<file path="src/rtl/alu_multicycle.sv">
// alu_multicycle: MIPS-style ALU with single-cycle ops plus iterative
// shift-add multiply and restoring divide writing a HI/LO pair.
module alu_multicycle #(
  parameter int WIDTH   = 32,
  parameter int OP_SIZE = 4
) (
  input  logic               clk,
  input  logic               rst_n,
  input  logic               in_valid,
  output logic               in_ready,
  input  logic [OP_SIZE-1:0] alu_op,
  input  logic [WIDTH-1:0]   in1,
  input  logic [WIDTH-1:0]   in2,
  output logic               out_valid,
  output logic [WIDTH-1:0]   result,
  output logic               zero,
  output logic               div_by_zero
);
  localparam int SW = $clog2(WIDTH);
  typedef enum logic [1:0] {IDLE, MUL, DIV, DONE} state_t;
  state_t state, state_nx;
  int op;
  logic fire, last, neg_p, neg_q, neg_r;
  logic [SW-1:0] cnt, sh;
  logic [WIDTH-1:0] hi, lo, alu_res, mag1, mag2, mplier;
  logic [WIDTH-1:0] rem, quo, dvsr, rem_nx, quo_nx, q_fix, r_fix;
  logic [WIDTH:0] shl, diff;
  logic [2*WIDTH-1:0] prod, mcand, prod_nx, prod_fix;
  assign op       = int'(alu_op);
  assign in_ready = state == IDLE;
  assign fire     = in_valid && in_ready;
  assign last     = cnt == SW'(WIDTH - 1);
  assign sh       = in2[SW-1:0];
  assign mag1     = in1[WIDTH-1] ? -in1 : in1;
  assign mag2     = in2[WIDTH-1] ? -in2 : in2;
  assign prod_nx  = prod + (mplier[0] ? mcand : '0);
  assign prod_fix = neg_p ? -prod_nx : prod_nx;
  // Restoring step: a borrow out of the trial subtraction means keep the shifted remainder.
  assign shl      = {rem, quo[WIDTH-1]};
  assign diff     = shl - {1'b0, dvsr};
  assign rem_nx   = diff[WIDTH] ? shl[WIDTH-1:0] : diff[WIDTH-1:0];
  assign quo_nx   = {quo[WIDTH-2:0], ~diff[WIDTH]};
  assign q_fix    = neg_q ? -quo_nx : quo_nx;
  assign r_fix    = neg_r ? -rem_nx : rem_nx;
  always_comb begin
    alu_res = '0;
    case (op)
      0:  alu_res = in1 + in2;
      1:  alu_res = in1 - in2;
      2:  alu_res = in1 & in2;
      3:  alu_res = in1 | in2;
      4:  alu_res = ~(in1 | in2);
      5:  alu_res = WIDTH'($signed(in1) < $signed(in2));
      6:  alu_res = WIDTH'(in1 < in2);
      7:  alu_res = in1 << sh;
      8:  alu_res = in1 >> sh;
      9:  alu_res = $signed(in1) >>> sh;
      10: alu_res = in2;
      14: alu_res = hi;
      15: alu_res = lo;
      default: alu_res = '0;
    endcase
  end
  always_comb begin
    state_nx = state;
    case (state)
      IDLE:     state_nx = fire && (op == 11 || op == 12) ? MUL :
                           fire && op == 13 && in2 != '0 ? DIV : IDLE;
      MUL, DIV: state_nx = last ? DONE : state;
      default:  state_nx = IDLE;
    endcase
  end
  always_ff @(posedge clk or negedge rst_n)
    if (!rst_n) state <= IDLE;
    else state <= state_nx;
  always_ff @(posedge clk or negedge rst_n) begin
    if (!rst_n) begin
      out_valid <= 1'b0;
      result <= '0;
      zero <= 1'b1;
      div_by_zero <= 1'b0;
      hi <= '0;
      lo <= '0;
      cnt <= '0;
      prod <= '0;
      mcand <= '0;
      mplier <= '0;
      rem <= '0;
      quo <= '0;
      dvsr <= '0;
      neg_p <= 1'b0;
      neg_q <= 1'b0;
      neg_r <= 1'b0;
    end else begin
      out_valid <= 1'b0;
      if (fire) begin
        if (op == 11 || op == 12) begin
          mcand <= {{WIDTH{1'b0}}, op == 11 ? mag1 : in1};
          mplier <= op == 11 ? mag2 : in2;
          prod <= '0;
          neg_p <= op == 11 && (in1[WIDTH-1] ^ in2[WIDTH-1]);
          cnt <= '0;
        end else if (op == 13 && in2 != '0) begin
          rem <= '0;
          quo <= mag1;
          dvsr <= mag2;
          neg_q <= in1[WIDTH-1] ^ in2[WIDTH-1];
          neg_r <= in1[WIDTH-1];
          cnt <= '0;
        end else if (op == 13) begin
          hi <= in1;
          lo <= '1;
          result <= '1;
          zero <= 1'b0;
          div_by_zero <= 1'b1;
          out_valid <= 1'b1;
        end else begin
          result <= alu_res;
          zero <= alu_res == '0;
          div_by_zero <= 1'b0;
          out_valid <= 1'b1;
        end
      end else if (state == MUL) begin
        prod <= prod_nx;
        mcand <= mcand << 1;
        mplier <= mplier >> 1;
        cnt <= cnt + 1'b1;
        if (last) begin
          {hi, lo} <= prod_fix;
          result <= prod_fix[WIDTH-1:0];
          zero <= prod_fix[WIDTH-1:0] == '0;
          div_by_zero <= 1'b0;
          out_valid <= 1'b1;
        end
      end else if (state == DIV) begin
        rem <= rem_nx;
        quo <= quo_nx;
        cnt <= cnt + 1'b1;
        if (last) begin
          hi <= r_fix;
          lo <= q_fix;
          result <= q_fix;
          zero <= q_fix == '0;
          div_by_zero <= 1'b0;
          out_valid <= 1'b1;
        end
      end
    end
  end
endmodule

</file>
<file path="config.mk">
export PLATFORM = sky130hd
export DESIGN_NAME = alu_multicycle
export DESIGN_NICKNAME = d
export VERILOG_FILES = /design/src/rtl/alu_multicycle.sv
export SDC_FILE = /design/constraint.sdc
export NUM_CORES = 2
export LEC_CHECK = 0
export CAP_MARGIN = 30
export CORE_ASPECT_RATIO = 0.6
export CORE_UTILIZATION = 39
export DETAILED_ROUTE_END_ITERATION = 8
export GPL_ROUTABILITY_DRIVEN = 1
export GPL_TIMING_DRIVEN = 0
export PLACE_DENSITY = 0.56
export SLEW_MARGIN = 15
export SYNTH_ARGS = -nofsm -noshare
export SYNTH_HDL_FRONTEND = slang
export SYNTH_SLANG_ARGS = --single-unit
</file>
<file path="constraint.sdc">
create_clock -name clk -period 11.2 [get_ports clk]
set_input_delay 3.36 -clock clk [delete_from_list [all_inputs] [get_ports clk]]
set_output_delay 3.36 -clock clk [all_outputs]
set_load 0.03 [all_outputs]
</file>
**Word-level counts from Yosys, hierarchy flattened**

Index checks and enable logic that the tools add are counted.

- $lt $le $gt $ge: 2
- Shift operators: 3
- Equality and inequality tests: 28
- Bitwise logic cells: 6
- Muxes and demuxes: 79
- Reductions and logical operators: 25
- Add/subtract/negate cells: 10

Operators with widths:

| kind | number |
|---|---|
| 32-bit two-way mux | 40 |
| 64-bit two-way mux | 8 |
| 32-bit case mux with 13 select lines | 1 |
| 32-bit logical NOT | 4 |
| 32-bit negation | 4 |
| 64-bit adder | 1 |
| 32-bit < comparator | 2 |
| 64-bit negation | 1 |
| 33-bit by 32-bit subtractor with 33-bit output | 1 |
| 32-bit adder | 1 |
| 32-bit bitwise AND | 1 |
| 32-bit NOT | 1 |
| 32-bit bitwise OR | 1 |
| 32-bit nonzero test | 1 |
| 32-bit by 5-bit << shifter with 32-bit output | 1 |
| 32-bit by 5-bit >> shifter with 32-bit output | 1 |
| 32-bit by 5-bit >>> shifter with 32-bit output | 1 |
| 32-bit subtractor | 1 |
| 5-bit two-way mux | 5 |
| 4-bit by 3-bit equality test with 1-bit output (second input constant) | 6 |
| 4-bit equality test (second input constant) | 6 |
| 1-bit two-way mux | 21 |
| 4-bit by 2-bit equality test with 1-bit output (second input constant) | 2 |
| 2-bit != test (second input constant) | 4 |
| 23 further kinds | 38 |

- Bits in registers: 365

**Depth between registers and ports, before layout**

- Depth in word-level cells: 9
- Depth in mapped cells: 27
- Depth with buffers taken out: 24

**Least setup slack after synthesis**

OpenSTA, ideal clock, no wires.

- Path kind: input port to flip-flop
- From: input in2[1]
- To: register zero
- Data required time: 11,123 ps
- Library setup time: 77 ps
- Path slack: 3,390 ps
- Cell stages on the path: 19
- Data arrival time: 7,733 ps
- Cell sequence: clkbuf_1 > buf_1 > clkbuf_1 > clkbuf_1 > inv_1 > ha_1 > nor3_1 > o31ai_1 > a21boi_0 > o2111ai_1 > a311oi_1 > a31oi_1 > or4_1 > nor4_1 > nand2_1 > nor4_1 > and4_1 > nand4_1 > a31oi_1

- Longest elaborated chain between the ends: 8

RTL lines:

| element | line | text |
|---|---|---|
| start, declared | 13 | `input logic [WIDTH-1:0] in2,` |
| branches (longest 8 deep; another with 32-bit subtractor) | -- |  |
| end signal, assigned | 114 | `zero <= 1'b0;` |
| end signal, assigned | 119 | `zero <= alu_res == '0;` |
| end signal, assigned | 131 | `zero <= prod_fix[WIDTH-1:0] == '0;` |
| end, declared | 16 | `output logic zero,` |

Several ways; the timed one is not identified. The select of a mux whose other input is x is not followed.
A chain may end at the register's enable or synchronous reset.

**Final worst setup path**

Ends and elaborated chain as after synthesis.

==> impl_metrics.json <==
{
  "cts_root_buf": "clkbuf_16",
  "regArea_mm2": 0.00914,
  "synth_seq_area_share_pct": 23.5,
  "gp_congestion": 1.13,
  "antenna_found_initial": 23,
  "synthTopCellsByArea": "dfrtp_1, o21ai_0, nand2_1",
  "critPathBufInv": 6,
  "clockBufferDepth": 3,
  "grt.total_usage_pct": 49.6,
  "min_to": "result[14]",
  "syn2layout_area_growth_pct": 13.7,
  "crit_type": "in2reg",
  "cp.arrival_ns": 11.82,
  "relSlewSlack_pct": 17.1,
  "vdd_drop_max_mv": 0.148,
  "power_density_mw_per_mm2": 152,
  "rr_endpoint": "zero",
  "final_util_pct": 44.8,
  "grt.overflow.total": 0,
  "dp_hpwl_um": 214000,
  "reg2reg_depth": 26,
  "synth_area_leader_cell": "dfrtp_1",
  "path_delay_family": "buffers and inverters",
  "yosysWarnings": 0,
  "stdcell_count": 6843,
  "die_w_um": 409,
  "design_area_mm2": 0.0441,
  "holdPathStages": 1,
  "multi_input_area_mm2": 0.0277,
  "post-route-period-util_pct": 100,
  "synthesis.area_mm2": 0.0388,
  "fin_crit_ns": 11.25,
  "yosys.area.top_type_share_pct": 23.5,
  "status": "complete, but fails checks",
  "cap_violations": 0,
  "synth_edf_count": 0,
  "core-area_mm2": 0.0984,
  "io_pins": 107,
  "clock-sinks": 365,
  "rsz0062_at_grt": "false",
  "fin_setup_tns_ns": -0.0456,
  "setup_ws_ns": -0.0456,
  "cts_made_buffers": 41,
  "tightest_slew_ns": 1.21,
  "synth_ff_type": "dfrtp_1",
  "rr_startpoint": "quo[31]",
  "drt_first_pass_iters": 6,
  "drive_above_1_share_pct": 6.43,
  "worstPathRequired_ns": 11.77,
  "fp.dieArea_mm2": 0.101,
  "wl_um": 259000,
  "finalSetupViolCount": 1,
  "dpl.cell_count": 6718,
  "synthArstFlopShare_pct": 100,
  "rows": 89,
  "synth_nets": 5509,
  "slowest_stage": "a211oi_1",
  "viasPerCell": 7.02,
  "num_vias": 48038,
  "cts_tree": "built",
  "failed_checks": "negative setup slack",
  "cts.clk_slew.worst_paths_ns": 0.07,
  "synth_cell_type_count": 101,
  "layout_common_cells": "nand2_1, o21ai_0, nor2_1, a21oi_1, dfrtp_1",
  "final_nets": 5751,
  "r2r_setup_slack_ns": 1.74,
  "grt_pass1_wl_um": 348000,
  "crit_path_end_kind": "register",
  "clock_latency_ns": 0.67,
  "route.detailed.drc": 0,
  "max_freq_ghz": 0.0889,
  "initial_core_util_pct": 39.5,
  "leakage_nw": 17.8,
  "ant_nets": 0,
  "die_h_um": 246,
  "finClkSkew_ns": 0.0800,
  "hp-class": "reg2reg",
  "grt_max_degree": 92,
  "drtIter0Drc": 9320,
  "ys_seq_elements": 365,
  "grt_pass1_vias": 41316,
  "slowest_delay_ns": 0.73,
  "cp_max_fo": 10,
  "worstHoldStart": "result[14]",
  "hold_viol": 0,
  "timing.hold.ws_ns": 0.475,
  "fillCellCount": 10199,
  "placed_area_mm2": 0.0423,
  "h-tree-depth": 2,
  "cp-start-kind": "input pin",
  "netlist_instances": 5231,
  "syn_avg_cell_area_um2": 7.42,
  "slew_violations": 0,
  "crit_chain": "clkdlybuf4s50_1, clkbuf_1, buf_1, clkbuf_2, clkbuf_1, inv_1, fa_1, nor2b_1, o21ai_0, a21oi_1, a211oi_4, o31ai_1, a211oi_1, nand4_1, nor4_4, nand2_1, nor4_1, and4_1, nand4_1, a31oi_1",
  "portBuffers": 106,
  "wl_per_cell_um": 37.9,
  "final_common_cell": "nand2_1"
}
## cells by family after synthesis
| kind of cell | after synthesis | synth area share (%) |
|---|---|---|
| fa+ha+maj | 207 | 6.75 |
| compound gates | 1737 | 28.7 |
| simple gates | 1872 | 22.7 |
| xor+xnor | 291 | 6.56 |
| buf+inv | 571 | 5.62 |
| flops | 365 | 23.5 |
| mux | 188 | 6.17 |
## worst reg2reg max path, cell delays in order, from the launching register on
cell and delay (ns):
dfrtp_1 0.44, inv_1 0.09, ha_1 0.16, inv_1 0.05
fa_1 0.42, a211oi_1 0.22, o21ai_1 0.41, o211ai_1 0.43
o2111a_1 0.24, nor3_1 0.07, inv_1 0.53, clkbuf_1 0.69
clkbuf_1 0.63, buf_1 0.75, ha_1 0.45, nor3b_1 0.56
nand4b_1 0.47, o21ai_0 0.34, xnor2_1 0.28, nor4_1 0.36
nand4_1 0.19, or4_1 0.45, nor4_1 0.29, nand4_1 0.17
nor4_2 0.24, o21ai_1 0.27, a31oi_1 0.26
## through the flow
step,power [W],worst slack [ns]
2_1_floorplan,0.00356,3.39
3_3_place_gp,0.00487,-10.44
3_5_place_dp,0.00491,-0.817
4_1_cts,0.00642,0.143
5_1_grt,0.00685,0.158
6_report,0.00671,-0.0456
## sequential cells by signal, indices dropped and copies added, names as in the netlist
register / count
state: 2
mcand: 64
hi: 32
mplier: 32
quo: 32
div_by_zero: 1
cnt: 5
zero: 1
lo: 32
dvsr: 32
rem: 32
neg_r: 1
out_valid: 1
prod: 64
neg_q: 1
neg_p: 1
result: 32
## metal layers
layer  track usage, %  part of all wire [%]  up-vias
met5             3.26                  0.22        -
met4             13.2                   3.1       24
met3             33.2                    20      504
met2             54.3                    32     4175
met1             73.0                    44    23631
li1                 -                     -    19704
## worst max path at each step
| stage | startpoint | depth (start not counted) | end | slack (ns) |
|---|---|---|---|---|
| final | in2[1] | 20 | zero | -0.05 |
| after global routing | in2[1] | 20 | zero | 0.16 |
| after CTS | in2[1] | 20 | zero | 0.14 |
| after detailed placement | in2[1] | 20 | zero | -0.82 |
| after global placement | rst_n | 1 | prod[20] | -10.44 |
| after floorplan | in2[1] | 19 | zero | 3.39 |
## area by class of cell
type | instances | area share, %
buffer | 389 | 3.41
antenna | 22 | 0.125
sequential | 365 | 20.7
inverter | 182 | 1.55
clock buffer | 53 | 2.58
multi-input combinational | 4295 | 62.7
clock inverter | 19 | 0.629
tap | 1319 | 3.74
timing repair buffer | 199 | 4.58
## report_power, final
group | switching, W | total (W) | internal, W
Sequential | 0.000225 | 0.00180 | 0.00157
Combinational | 0.00239 | 0.00338 | 0.000987
Clock | 0.000698 | 0.00154 | 0.000842
Total | 0.00331 | 0.00671 | 0.00340
## synthesized netlist by cell type (all sizes together), types with 101 or more instances
cell type  count
xnor2        228
clkbuf       321
inv          176
nor2         430
o21ai        536
mux2i        101
nand3        163
a21oi        394
dfrtp        364
nand2        684
ha           203
nor3         107
## timing repair
action | in CTS | in global routing
endpoints found under the setup margin | 1 | 1
hold buffers | 0 | 0
setup buffers | 0 | 0
resized for setup | 1 | 9
Note: power is estimated with default switching activity, not from simulation.
